--- src/rtl/regfile_pkg.sv ---
// regfile_pkg: shared register-file widths and the write-back entry type
package regfile_pkg;
   localparam int XLEN   = 32;
   localparam int REG_AW = 5;
   typedef struct packed {
      logic [REG_AW-1:0] rd;
      logic [XLEN-1:0]   data;
   } wb_entry;
   typedef enum logic [1:0] {SRC_NONE, SRC_ALU, SRC_LD} wb_src_e;
endpackage

--- src/rtl/wb_fifo.sv ---
// wb_fifo: in-order load-result buffer with wrapping pointers and occupancy count
module wb_fifo
   import regfile_pkg::*;
#(
   parameter int DEPTH = 2,
   localparam int AW = $clog2(DEPTH)
) (
   input  logic    HCLK,
   input  logic    HRESET,
   input  logic    push,
   input  logic    pop,
   input  wb_entry din,
   output wb_entry dout,
   output logic    full,
   output logic    empty,
   output logic [AW:0] count
);
   wb_entry mem [DEPTH];
   logic [AW-1:0] wr_ptr, rd_ptr;
   assign dout  = mem[rd_ptr];
   assign full  = count == (AW+1)'(DEPTH);
   assign empty = count == '0;
   always_ff @(posedge HCLK or posedge HRESET)
      if (HRESET) begin
         wr_ptr <= '0;
         rd_ptr <= '0;
         count  <= '0;
      end else begin
         if (push) wr_ptr <= wr_ptr + 1'b1;
         if (pop) rd_ptr <= rd_ptr + 1'b1;
         count <= count + {{AW{1'b0}}, push} - {{AW{1'b0}}, pop};
      end
   // storage needs no reset: entries are only read once count says they are valid
   always_ff @(posedge HCLK)
      if (push) mem[wr_ptr] <= din;
endmodule

--- src/rtl/rf_wb_arbiter.sv ---
// rf_wb_arbiter: ALU/load write-back arbiter with registered RF write port; RF_WB_FWD_EN adds forwarding
module rf_wb_arbiter
   import regfile_pkg::*;
#(
   parameter int LD_DEPTH = 2
) (
   input  logic              HCLK,
   input  logic              HRESET,
   input  logic              alu_valid,
   input  logic [REG_AW-1:0] alu_rd,
   input  logic [XLEN-1:0]   alu_data,
   output logic              alu_ready,
   input  logic              ld_valid,
   input  logic [REG_AW-1:0] ld_rd,
   input  logic [XLEN-1:0]   ld_data,
   output logic              ld_ready,
   output logic              WR,
   output logic [REG_AW-1:0] RW,
   output logic [XLEN-1:0]   DW,
`ifdef RF_WB_FWD_EN
   input  logic [REG_AW-1:0] RA,
   input  logic [REG_AW-1:0] RB,
   output logic              fwd_a_hit,
   output logic [XLEN-1:0]   fwd_a_data,
   output logic              fwd_b_hit,
   output logic [XLEN-1:0]   fwd_b_data,
`endif
   output logic [$clog2(LD_DEPTH):0] ld_count
);
   logic    full, empty, push, pop;
   wb_entry head, alu_e, sel;
   wb_src_e src;
   assign ld_ready  = !full;
   assign alu_ready = !full;
   assign push      = ld_valid && ld_ready;
   assign alu_e     = '{rd: alu_rd, data: alu_data};
   // a full FIFO preempts the ALU so loads cannot starve indefinitely
   always_comb begin
      src = full ? SRC_LD : alu_valid ? SRC_ALU : !empty ? SRC_LD : SRC_NONE;
      sel = (src == SRC_ALU) ? alu_e : head;
      pop = src == SRC_LD;
   end
   wb_fifo #(.DEPTH(LD_DEPTH)) u_fifo (
      .HCLK   (HCLK),
      .HRESET (HRESET),
      .push   (push),
      .pop    (pop),
      .din    ('{rd: ld_rd, data: ld_data}),
      .dout   (head),
      .full   (full),
      .empty  (empty),
      .count  (ld_count)
   );
   always_ff @(posedge HCLK or posedge HRESET)
      if (HRESET) begin
         WR <= 1'b0;
         RW <= '0;
         DW <= '0;
      end else begin
         WR <= (src != SRC_NONE) && (sel.rd != '0);
         if (src != SRC_NONE) begin
            RW <= sel.rd;
            DW <= sel.data;
         end
      end
`ifdef RF_WB_FWD_EN
   assign fwd_a_hit  = WR && (RW == RA) && (RA != '0);
   assign fwd_a_data = fwd_a_hit ? DW : '0;
   assign fwd_b_hit  = WR && (RW == RB) && (RB != '0);
   assign fwd_b_data = fwd_b_hit ? DW : '0;
`endif
endmodule

--- config.mk ---
export PLATFORM = sky130hd
export DESIGN_NAME = rf_wb_arbiter
export DESIGN_NICKNAME = d
export VERILOG_FILES = /design/src/rtl/regfile_pkg.sv /design/src/rtl/wb_fifo.sv /design/src/rtl/rf_wb_arbiter.sv
export SDC_FILE = /design/constraint.sdc
export NUM_CORES = 1
export LEC_CHECK = 0
export BUFFER_PORTS_ARGS = -buffer_cell sky130_fd_sc_hd__buf_2
export CAP_MARGIN = 20
export CORE_ASPECT_RATIO = 0.7
export CORE_UTILIZATION = 40
export DETAILED_ROUTE_END_ITERATION = 6
export GPL_TIMING_DRIVEN = 0
export PLACE_DENSITY = 0.69
export SKIP_CTS_REPAIR_TIMING = 1
export SYNTH_ARGS = -nofsm -noshare
export SYNTH_HDL_FRONTEND = slang
export SYNTH_SLANG_ARGS = --single-unit
--- constraint.sdc ---
create_clock -name HCLK -period 3.16 [get_ports HCLK]
set_clock_uncertainty 0.1 [all_clocks]
set_input_delay 0.316 -clock HCLK [delete_from_list [all_inputs] [get_ports HCLK]]
set_output_delay 0.316 -clock HCLK [all_outputs]
set_load 0.02 [all_outputs]
## Word level (Yosys, flattened, before mapping)

Memories as Yosys holds them, arrays and structs flattened.
Cells that the tools add are included.

- Bits in registers: 42
- Bits in writable memories: 74
- Output and inout bits: 42
- Word-level logic and storage cells: 26
- Memories kept: 1

- $add $sub $neg: 4
- Equal/unequal tests: 3
- Multiplexer cells: 6
- Reduce and logical (&&, ||, !) cells: 6

Memory list:

| memory | words | width | read ports | clocked after memory_dff | write ports | RTL line | text |
|---|---|---|---|---|---|---|---|
| u_fifo.mem | 2 | 37 | 1 | 0 | 1 | wb_fifo.sv:18 | `wb_entry mem [DEPTH];` |

Operators with widths:

| cell | count |
|---|---|
| 2-to-1 mux 37 bit | 1 |
| 2-to-1 mux 2 bit | 3 |
| nonzero test 5 bit | 1 |
| equality test 2 bit, second input constant | 2 |
| adder 1 bit, second input constant | 2 |
| adder 2 x 1 -> 2 bit | 1 |
| equality test 2 x 1 -> 1 bit, second input constant | 1 |
| logical AND 1 bit | 2 |
| zero test 2 bit | 1 |
| 2-to-1 mux 1 bit | 2 |
| nonzero test 2 bit | 1 |
| subtractor 2 x 1 -> 2 bit | 1 |
| zero test 1 bit | 1 |

## Depth between registers and ports, before layout

Gate-level depths: netlist (run 1).

- Depth after elaboration: 8
- Mapped depth: 8

## Hierarchy

Synthesis (run 1) repeated with hierarchy kept, for this count alone.

- Cell total of the unflattened synthesis: 308
- Area, all modules: 4663.2 um2

By module, submodules not included:

| module | times used | cells each | area each (um2) |
|---|---|---|---|
| wb_fifo | 1 | 131 | 2952.8 |
| rf_wb_arbiter | 1 | 177 | 1710.4 |

## Worst setup path before layout (run 1)

Ideal clock, no wire load.

- Kind: register -> register
- Start: reg u_fifo.count[0]
- End: mem u_fifo.mem[0][0] (netlist name), enable pin
- Library setup time: 431 ps
- Arrival time: 2648 ps
- Path slack: -19 ps
- Stages on the path, launching flop included: 7
- Buffers on the path: 3
- Path through: dfrtp_1 > clkbuf_2 > nand2b_4 > buf_6 > buf_4 > nand2_1 > nor2_1

- Cells in the longest elaborated chain, start to end: 5

RTL lines:

| element | RTL line | text |
|---|---|---|
| start, declared | wb_fifo.sv:16 | `output logic [AW:0] count` |
| start signal, assigned | wb_fifo.sv:31 | `count <= count + {{AW{1'b0}}, push} - {{AW{1'b0}}, pop};` |
| equality test 2 bit | wb_fifo.sv:21 | `assign full = count == (AW+1)'(DEPTH);` |
| zero test 1 bit | rf_wb_arbiter.sv:33 | `assign ld_ready = !full;` |
| logical AND 1 bit | rf_wb_arbiter.sv:35 | `assign push = ld_valid && ld_ready;` |
| 2-to-1 mux 1 bit | wb_fifo.sv:35 | `if (push) mem[wr_ptr] <= din;` |
| 2-to-1 mux 1 bit (implied by the code) | wb_fifo.sv:35 |  |
| end, declared | wb_fifo.sv:18 |  |

No other way between the ends.

## Worst setup path in the final report (run 1)

- Start: reg u_fifo.count[0]
- End: mem u_fifo.mem[0][11] (netlist name), enable pin

The elaborated chain is that of the path after synthesis.

==> impl_metrics.csv, run 1 <==
group,metric,value,unit
drt,drtPass1Iterations,5,
worst_setup_path,crit_path_end,"u_fifo.mem[0][11]",
yosys,synth.distinct_cells,27,
clock_tree,cts.sinks,116,
job,cap_violations,0,
cells_and_area,multi_input_area,1640,µm²
drt,vias_per_cell,5.45,
worst_setup_path,critPathKind,"flop to flop",
clock_tree,clkLatencyLatePin,0.40,ns
sta,worst_pin_slew,0.584,ns
yosys,synth_area,5100,µm²
worst_hold_path,hp-class,"input pin to flop",
power_and_ir_drop,finalPower,6.40,mW
floorplanning,initial_core_util,0.411,
drt,drcViolationCount,0,
yosys,yosys_warnings,0,
cells_and_area,final_cell_mix,"126 x buf_2, 74 x edfxtp_1, 42 x dfrtp_1, 40 x a21oi_1, 38 x o21ai_0",
floorplanning,coreArea,12400,µm²
worst_setup_path,r2r-start,"u_fifo.count[0]",
sta,slew_headroom,0.610,
place,routabilityCongestion,0.751,
worst_setup_path,cp.arrival,2.30,ns
yosys,yosysTopAreaCell,"edfxtp_1",
power_and_ir_drop,cellLeakagePower,2.64,nW
yosys,yosys-top-cells-area,"edfxtp_1 44%, dfrtp_1 21%, mux2_2 7.1%",
yosys,synth-main-ff-cell,"edfxtp_1",
cells_and_area,regArea,3270,µm²
clock_tree,numCtsBuffers,17,
worst_setup_path,reg2reg_depth,7,
worst_setup_path,r2r_end,"u_fifo.mem[0][11]",
worst_setup_path,crit_fanout,22,
drt,drtAntennaViolNets,0,
drt,routedWlPerCell,18.1,µm
sta,slew_viol_final,0,
worst_setup_path,critPathLaunch,"u_fifo.count[0]",
worst_setup_path,worst_ep_required_time,3.16,ns
cells_and_area,diodes,0,
sta,hold_viol,0,
yosys,ys_seq_area_frac,0.642,
drt,drtIter0Drc,299,
yosys,synth_edf_count,74,
yosys,synthesis.nets,466,
clock_tree,cts_max_level,4,
yosys,syn_area_per_cell,13.2,µm²
worst_setup_path,r2r_setup_slack,0.86,ns
place,hpwl,8.79,mm
cells_and_area,num-nets-final,626,
global_route,grt_max_degree,43,
worst_setup_path,cp-end-kind,"flop",
yosys,yosys.area.top_type_share,0.436,
sta,fmaxAchievable,436,MHz
yosys,synth_cells,387,
clock_tree,clk_pin_slew,0.05,ns
clock_tree,clockBufferDepth,2,
cells_and_area,drive_gt1_frac,0.369,
floorplanning,die_h,96.5,µm
global_route,first_global_vias,3915,
clock_tree,cts_tree,"yes",
global_route,grtUsageTotal,0.212,
power_and_ir_drop,ir_drop,0.547,mV
sta,period_share,0.726,
place,pre_cts_ws,0.818,ns
sta,whs,0.00258,ns
clock_tree,cts_root_buf,"clkbuf_16",
drt,drt-total-wl,13.1,mm
floorplanning,die_x,137,µm
global_route,antenna_found_initial,0,
cells_and_area,nFillCells,1092,
place,io_buffers,118,
sta,layout_setup_ws,0.865,ns
floorplanning,rows,34,
yosys,ys_seq_elements,116,
global_route,grt_pass1_wl,20.4,mm
cells_and_area,final_common_cell,"buf_2",
worst_hold_path,whs_path_depth,1,
run_status,status,"completed",
worst_hold_path,hold_start,"ld_data[21]",
drt,via_count,3926,
sta,rsz0062_at_grt,"no",
worst_setup_path,cp-start-kind,"flop",
sta,setup_viol_count_final,0,
power_and_ir_drop,p_per_area,955,nW/µm²
yosys,async_flop_share,0.362,
cells_and_area,area_delta_synth_final,31.5,%
sta,fin_crit,2.30,ns
floorplanning,io_pins,120,
floorplanning,dieArea,13200,µm²
global_route,grt-ovfl-total,0,
-- synth_stat cells, types with 2 or more instances --
cell type and n:
o31a_1 32, inv_1 2, mux2_2 32, mux2i_1 5, nand2_1 9, xnor2_1 3, dfrtp_1 42, buf_4 8
nand2b_1 32, clkbuf_1 14, and3_1 2, a21oi_1 40, nor2_1 3, o22ai_1 32, edfxtp_1 74, buf_6 2
o21ai_0 38, buf_2 8
-- through the flow --
step / utilization / TNS, ns / instance area, µm² / cells
after floorplan: - / 0 / 5100 / 387
after global placement: 0.475 / -2.96 / 5900 / 667
after detailed placement: 0.480 / 0 / 5960 / 670
after CTS: 0.524 / 0 / 6510 / 701
after global routing: 0.540 / 0 / 6710 / 721
final: 0.540 / 0 / 6710 / 721
-- layout make-up --
class                      instances  share of cell area
clock inverter                    11              0.0131
timing repair buffer             141               0.127
buffer                            34              0.0274
tap                              162              0.0302
sequential                       116               0.488
clock buffer                      20              0.0681
multi-input combinational        235               0.245
inverter                           2             0.00112
-- registers in the layout (all words and copies together) (netlist names) --
name	count
DW	32
RW	5
WR	1
u_fifo.count	2
u_fifo.mem	74
u_fifo.rd_ptr	1
u_fifo.wr_ptr	1
-- report_power, final --
part           internal (mW)  leakage (nW)  switching [mW]
clock network           1.10         0.259           0.649
registers               2.14          1.17           0.227
logic                  0.881          1.21            1.40
-- cells by family after synthesis --
| logic type | share of synthesized area |
|---|---|
| flip-flops | 0.642 |
| adder cells (fa/ha/maj) | 0.00245 |
| multiplexers | 0.0805 |
| buffers and inverters | 0.0375 |
| AND/OR/NAND/NOR | 0.0601 |
| XOR/XNOR | 0.00515 |
| AO/OA/AOI/OAI | 0.172 |
-- worst min-delay path by stage --
stage,end,slack [ns]
after global routing,u_fifo.mem[0][18],0.0002
after global placement,RW[0],0.36
after detailed placement,DW[28],0.28
after CTS,DW[17],-0.15
after floorplan,u_fifo.mem[0][0],0.31
final,u_fifo.mem[1][21],0.003
-- worst max-delay path, cell delays in order, from the launching register on --
cell	delay (ns)
dfrtp_1	0.36
clkbuf_2	0.19
nand2b_4	0.15
buf_6	0.12
buf_4	0.19
nand2_1	0.16
nor2_4	0.47
buf_12	0.26
-- per-layer routing --
layer	track usage	wire length [µm]
met1	0.287	5860
met2	0.327	6040
met3	0.0532	1050
met4	0.0870	123
met5	0	0
Power figures use the tool's default switching activity.
==> run 2: changes to the inputs <==
Clock period 3.16 ns to 2 ns, I/O delays scaled along.
==> run 2 against run 1 <==
The flow now finishes with violations (design-rule violations). Global-route usage shrank 0.29 points. Critical path depth shrank 1. Sequential power grew 59%. Die area is the same. Clock power grew 59%. Routed wire length grew 3.3%. Largest power group unchanged. Highest routed layer unchanged.
==> impl_metrics.csv, run 2 (synthesis results as in run 1) <==
group,metric,value,unit
place,pre_cts_ws,-0.510,ns
drt,drtPass1Iterations,6,
sta,rsz0062_at_grt,"no",
worst_setup_path,cp-end-kind,"output port",
power_and_ir_drop,ir_drop,0.817,mV
cells_and_area,nFillCells,1073,
worst_hold_path,hold_end,"RW[1]",
clock_tree,cts_tree,"yes",
worst_hold_path,hp-class,"input pin to flop",
global_route,first_global_vias,3777,
worst_setup_path,cp-start-kind,"flop",
place,hpwl,8.68,mm
sta,fmaxAchievable,525,MHz
drt,drtAntennaViolNets,0,
clock_tree,numCtsBuffers,17,
worst_hold_path,hold_start,"alu_rd[1]",
cells_and_area,num-nets-final,648,
floorplanning,io_pins,120,
cells_and_area,final_cell_mix,"124 x buf_2, 74 x edfxtp_1, 40 x dfrtp_1, 40 x a21oi_1",
worst_setup_path,r2r_end,"u_fifo.mem[0][23]",
clock_tree,cts_root_buf,"clkbuf_16",
floorplanning,initial_core_util,0.411,
run_status,violations,"design-rule violations",
sta,slew_viol_final,0,
global_route,grt_pass1_wl,19.8,mm
run_status,status,"finished with violations",
worst_setup_path,crit_fanout,12,
drt,drtIter0Drc,329,
floorplanning,die_h,96.5,µm
drt,routedWlPerCell,18.2,µm
place,routabilityCongestion,0.751,
job,cap_violations,0,
floorplanning,coreArea,12400,µm²
cells_and_area,largest_reg_flops,74,
place,dpl.cell_count,667,
drt,via_count,3970,
floorplanning,die_x,137,µm
global_route,grtUsageTotal,0.209,
power_and_ir_drop,finalPower,10.3,mW
sta,hold_viol,0,
worst_setup_path,cp.arrival,1.61,ns
cells_and_area,regArea,3280,µm²
clock_tree,clk_pin_slew,0.05,ns
place,io_buffers,118,
global_route,grt-ovfl-total,0,
drt,drt-total-wl,13.5,mm
sta,worst_pin_slew,0.955,ns
cells_and_area,post-route-util,0.561,
worst_setup_path,worst_ep_required_time,1.70,ns
cells_and_area,reg.largest.list,"u_fifo.mem x74, DW x32, RW x5",
global_route,grt_max_degree,43,
drt,vias_per_cell,5.34,
floorplanning,rows,34,
worst_setup_path,r2r_setup_slack,0.17,ns
sta,fin_crit,1.91,ns
cells_and_area,largest_register,"u_fifo.mem",
power_and_ir_drop,p_per_area,1480,nW/µm²
sta,slew_headroom,0.362,
worst_setup_path,r2r-start,"u_fifo.count[1]",
cells_and_area,diodes,0,
sta,layout_setup_ws,0.0943,ns
cells_and_area,drive_gt1_frac,0.359,
cells_and_area,multi_input_area,1670,µm²
worst_setup_path,critPathKind,"flop to output port",
clock_tree,clkLatencyLatePin,0.41,ns
cells_and_area,final_common_cell,"buf_2",
clock_tree,clockBufferDepth,2,
sta,period_share,0.953,
global_route,antenna_found_initial,0,
worst_setup_path,reg2reg_depth,7,
drt,drcViolationCount,1,
worst_hold_path,whs_path_depth,3,
sta,setup_viol_count_final,0,
cells_and_area,final_cells,744,
floorplanning,dieArea,13200,µm²
clock_tree,cts.sinks,116,
cells_and_area,area_delta_synth_final,36.7,%
clock_tree,cts_max_level,4,
power_and_ir_drop,cellLeakagePower,2.76,nW
-- run 2: cell count changes in the layout (fill, tap and decap cells not counted), moves of 2 or more --
cell           previous run  this run
buf_4                     8        10
dlygate4sd3_1            20        38
buf_6                     2         4
clkbuf_1                 15        20
buf_2                   126       124
dfrtp_1                  42        40
clkinvlp_4                4         0
buf_12                    3         5
dfrtp_2                   0         2
and3_4                    1         3
-- run 2: per-stage QoR --
step	hold slack, ns	TNS [ns]	cell area [µm²]
after floorplan	0.199	-1.95	5130
after global placement	0.287	-20.26	5920
after detailed placement	0.291	-24.34	5920
after CTS	-0.139	-25.51	6460
after global routing	0.0374	0	6970
final	0.0147	0	6970
-- run 2: layer usage --
layer  vias to the layer above  part of all wire  global-route usage
met1                      1925              0.47               0.289
met5                         -                 0                   0
met3                        21             0.075              0.0610
li1                       1850                 -                   -
met2                       174              0.44               0.307
met4                         0             0.015              0.0888
-- run 2: worst max path at each step --
stage	cells past startpoint	start	slack [ns]	end
after floorplan	6	u_fifo.count[0]	-0.05	u_fifo.mem[0][0]
after global placement	6	u_fifo.count[0]	-0.44	u_fifo.mem[0][0]
after detailed placement	6	u_fifo.count[0]	-0.51	u_fifo.mem[0][1]
after CTS	6	u_fifo.count[0]	-0.53	u_fifo.mem[0][23]
after global routing	6	u_fifo.count[1]	0.02	ld_ready
final	6	u_fifo.count[1]	0.09	ld_ready
-- run 2: critical path, stage by stage, from the launching register on --
cell and delay, ns:
dfrtp_2 0.41, buf_4 0.18, nand2b_4 0.07, buf_6 0.12, buf_6 0.16, buf_4 0.11
buf_2 0.14
-- run 2: where the power goes --
group / internal [mW] / switching [mW] / leakage [nW]
sequential: 3.39 / 0.387 / 1.17
clock: 1.79 / 1.00 / 0.267
combinational: 1.52 / 2.22 / 1.32
total: 6.70 / 3.61 / 2.76
-- run 2: layout make-up --
| class | instances | share of cell area |
|---|---|---|
| plain buffers | 33 | 0.0275 |
| clock buffers | 26 | 0.0702 |
| clock inverters | 6 | 0.00754 |
| inverters | 2 | 0.00108 |
| multi-input cells | 236 | 0.239 |
| flip-flops and latches | 116 | 0.470 |
| well taps | 162 | 0.0291 |
| repair buffers | 163 | 0.156 |
==> run 3: changes to the inputs <==
Settings changed: CORE_UTILIZATION 40 to 48, PLACE_DENSITY 0.69 to 0.79.
==> run 3 against run 2 <==
The flow now finishes without violations. Core utilization is 11 points higher. First-iteration DRC count down 12%. Worst hold slack improved by 0.0020 ns. Sequential power hardly changed. Routed wire length is 0.47% higher. Fmax fell by 3.0%. Sequential share of layout area up 0.31 points. Combinational power fell by 2%. Power grew 0.75%. Register-to-register slack lost 0.05 ns. Largest cell class unchanged. Largest power group unchanged.
==> impl_metrics.csv, run 3 (synthesis results as in run 1) <==
group,metric,value,unit
place,pre_cts_ws,-0.503,ns
floorplanning,coreArea,10400,µm²
global_route,grt_pass1_wl,19.6,mm
run_status,status,"completed",
power_and_ir_drop,cellLeakagePower,2.75,nW
worst_setup_path,cp-start-kind,"flop",
worst_setup_path,r2r_end,"u_fifo.mem[0][32]",
worst_setup_path,r2r-start,"u_fifo.count[1]",
power_and_ir_drop,intPower,6.80,mW
floorplanning,rows,31,
cells_and_area,drive_gt1_frac,0.358,
worst_setup_path,critPathMaxStageDelay,0.41,ns
sta,fmaxAchievable,509,MHz
cells_and_area,final_common_cell,"buf_2",
drt,drtPass1Iterations,7,
drt,drtAntennaViolNets,0,
floorplanning,die_x,125,µm
power_and_ir_drop,ir_drop,0.855,mV
sta,period_share,0.983,
floorplanning,initial_core_util,0.492,
worst_setup_path,crit_fanout,12,
sta,setup_viol_count_final,0,
place,place_area,5900,µm²
cells_and_area,reg.largest.list,"u_fifo.mem x74, DW x32, RW x5",
worst_setup_path,cpMaxStageDelayCell,"dfrtp_2",
cells_and_area,area_delta_synth_final,35.8,%
drt,vias_per_cell,5.71,
clock_tree,numCtsBuffers,17,
cells_and_area,final_cell_mix,"124 x buf_2, 74 x edfxtp_1, 40 x dfrtp_1, 40 x a21oi_1",
clock_tree,clkLatencyLatePin,0.41,ns
worst_setup_path,reg2reg_depth,7,
sta,slew_viol_final,0,
drt,drt-total-wl,13.6,mm
clock_tree,clk_pin_slew,0.05,ns
worst_setup_path,worstPathCellList,"buf_4, nand2b_4, buf_6, buf_6, buf_4, buf_2",
floorplanning,io_pins,120,
sta,layout_setup_ws,0.0346,ns
cells_and_area,diodes,0,
worst_setup_path,cpLargestDelayFamily,"buffers and inverters",
power_and_ir_drop,switchingPower,3.59,mW
drt,drcViolationCount,0,
cells_and_area,post-route-util,0.669,
global_route,antenna_found_initial,0,
power_and_ir_drop,swShare,0.346,
worst_setup_path,critPathKind,"flop to output port",
job,cap_violations,0,
cells_and_area,largest_reg_flops,74,
place,routabilityCongestion,0.791,
sta,worst_pin_slew,0.525,ns
power_and_ir_drop,clkPwrFrac,0.282,
cells_and_area,design_area,6930,µm²
clock_tree,cts_max_level,4,
clock_tree,cts.sinks,116,
sta,slew_headroom,0.650,
sta,fin_crit,1.97,ns
worst_setup_path,r2r_setup_slack,0.12,ns
worst_setup_path,cp.arrival,1.67,ns
drt,via_count,4058,
clock_tree,cts_tree,"yes",
place,io_buffers,118,
clock_tree,clockBufferDepth,2,
power_and_ir_drop,pwr-share-seq,0.364,
worst_setup_path,cp.depth,6,
cells_and_area,largest_register,"u_fifo.mem",
drt,routedWlPerCell,19.1,µm
drt,drtIter0Drc,291,
global_route,grt-ovfl-total,0,
worst_setup_path,worst_ep_required_time,1.70,ns
sta,hold_viol,0,
worst_setup_path,cp-end-kind,"output port",
power_and_ir_drop,p_per_area,1500,nW/µm²
floorplanning,dieArea,11000,µm²
worst_hold_path,hp-class,"input pin to flop",
global_route,grtUsageTotal,0.241,
place,hpwl,8.53,mm
cells_and_area,num-nets-final,645,
clock_tree,cts_root_buf,"clkbuf_16",
sta,rsz0062_at_grt,"no",
worst_setup_path,critPathLaunch,"u_fifo.count[1]",
global_route,grt_max_degree,38,
worst_setup_path,crit_path_end,"ld_ready",
power_and_ir_drop,comb_power_share,0.354,
worst_setup_path,crit_buf_inv,5,
power_and_ir_drop,finalPower,10.4,mW
global_route,first_global_vias,3801,
floorplanning,die_h,88.2,µm
[run 3: cell count changes in the layout (fill, tap and decap cells not counted), sizes merged]
cell	delta
buf	-4
clkbuf	+2
clkinv	-2
bufinv	+1
[run 3: metrics by stage]
step                TNS, ns  hold slack, ns  std cells
floorplan             -1.95           0.199        387
global placement     -21.02           0.287        637
detailed placement   -24.44          0.0803        638
CTS                  -24.90          -0.356        670
global route              0          0.0296        711
finish                    0          0.0167        711
[run 3: worst min-delay path: stages]
cell     delay [ns]
buf_2          0.08
a21oi_1        0.07
o21ai_0        0.13
[run 3: final cells by class]
| cell class | instances | area [µm²] |
|---|---|---|
| inverters | 2 | 7.51 |
| multi-input cells | 236 | 1670 |
| clock buffers | 27 | 503 |
| fillers | 775 | 3430 |
| flip-flops and latches | 116 | 3280 |
| clock inverters | 5 | 73.8 |
| well taps | 132 | 165 |
| repair buffers | 160 | 1040 |
| plain buffers | 33 | 191 |
[run 3: power groups by stage]
stage          clock network (mW)  registers, mW  logic (mW)
2_1_floorplan                   0           4.20        1.91
5_1_grt                      3.07           3.83        3.96
6_report                     2.93           3.78        3.68
4_1_cts                      2.96           3.75        3.52
3_3_place_gp                    0           3.75        3.36
3_5_place_dp                    0           3.78        3.50
[run 3: worst min-delay path by stage]
stage | startpoint | cells past startpoint | end
global placement | ld_data[0] | 1 | u_fifo.mem[0][0]
floorplan | ld_data[0] | 0 | u_fifo.mem[0][0]
CTS | HRESET | 2 | DW[4]
detailed placement | HRESET | 2 | DW[4]
finish | alu_rd[4] | 3 | RW[4]
global route | alu_rd[0] | 3 | RW[0]
[run 3: routing by layer]
| layer | up-vias | GRT usage | part of all wire |
|---|---|---|---|
| li1 | 1840 | - | - |
| met1 | 1959 | 0.312 | 0.43 |
| met2 | 228 | 0.382 | 0.47 |
| met3 | 31 | 0.0647 | 0.079 |
| met4 | 0 | 0.126 | 0.022 |
| met5 | - | 0 | 0 |
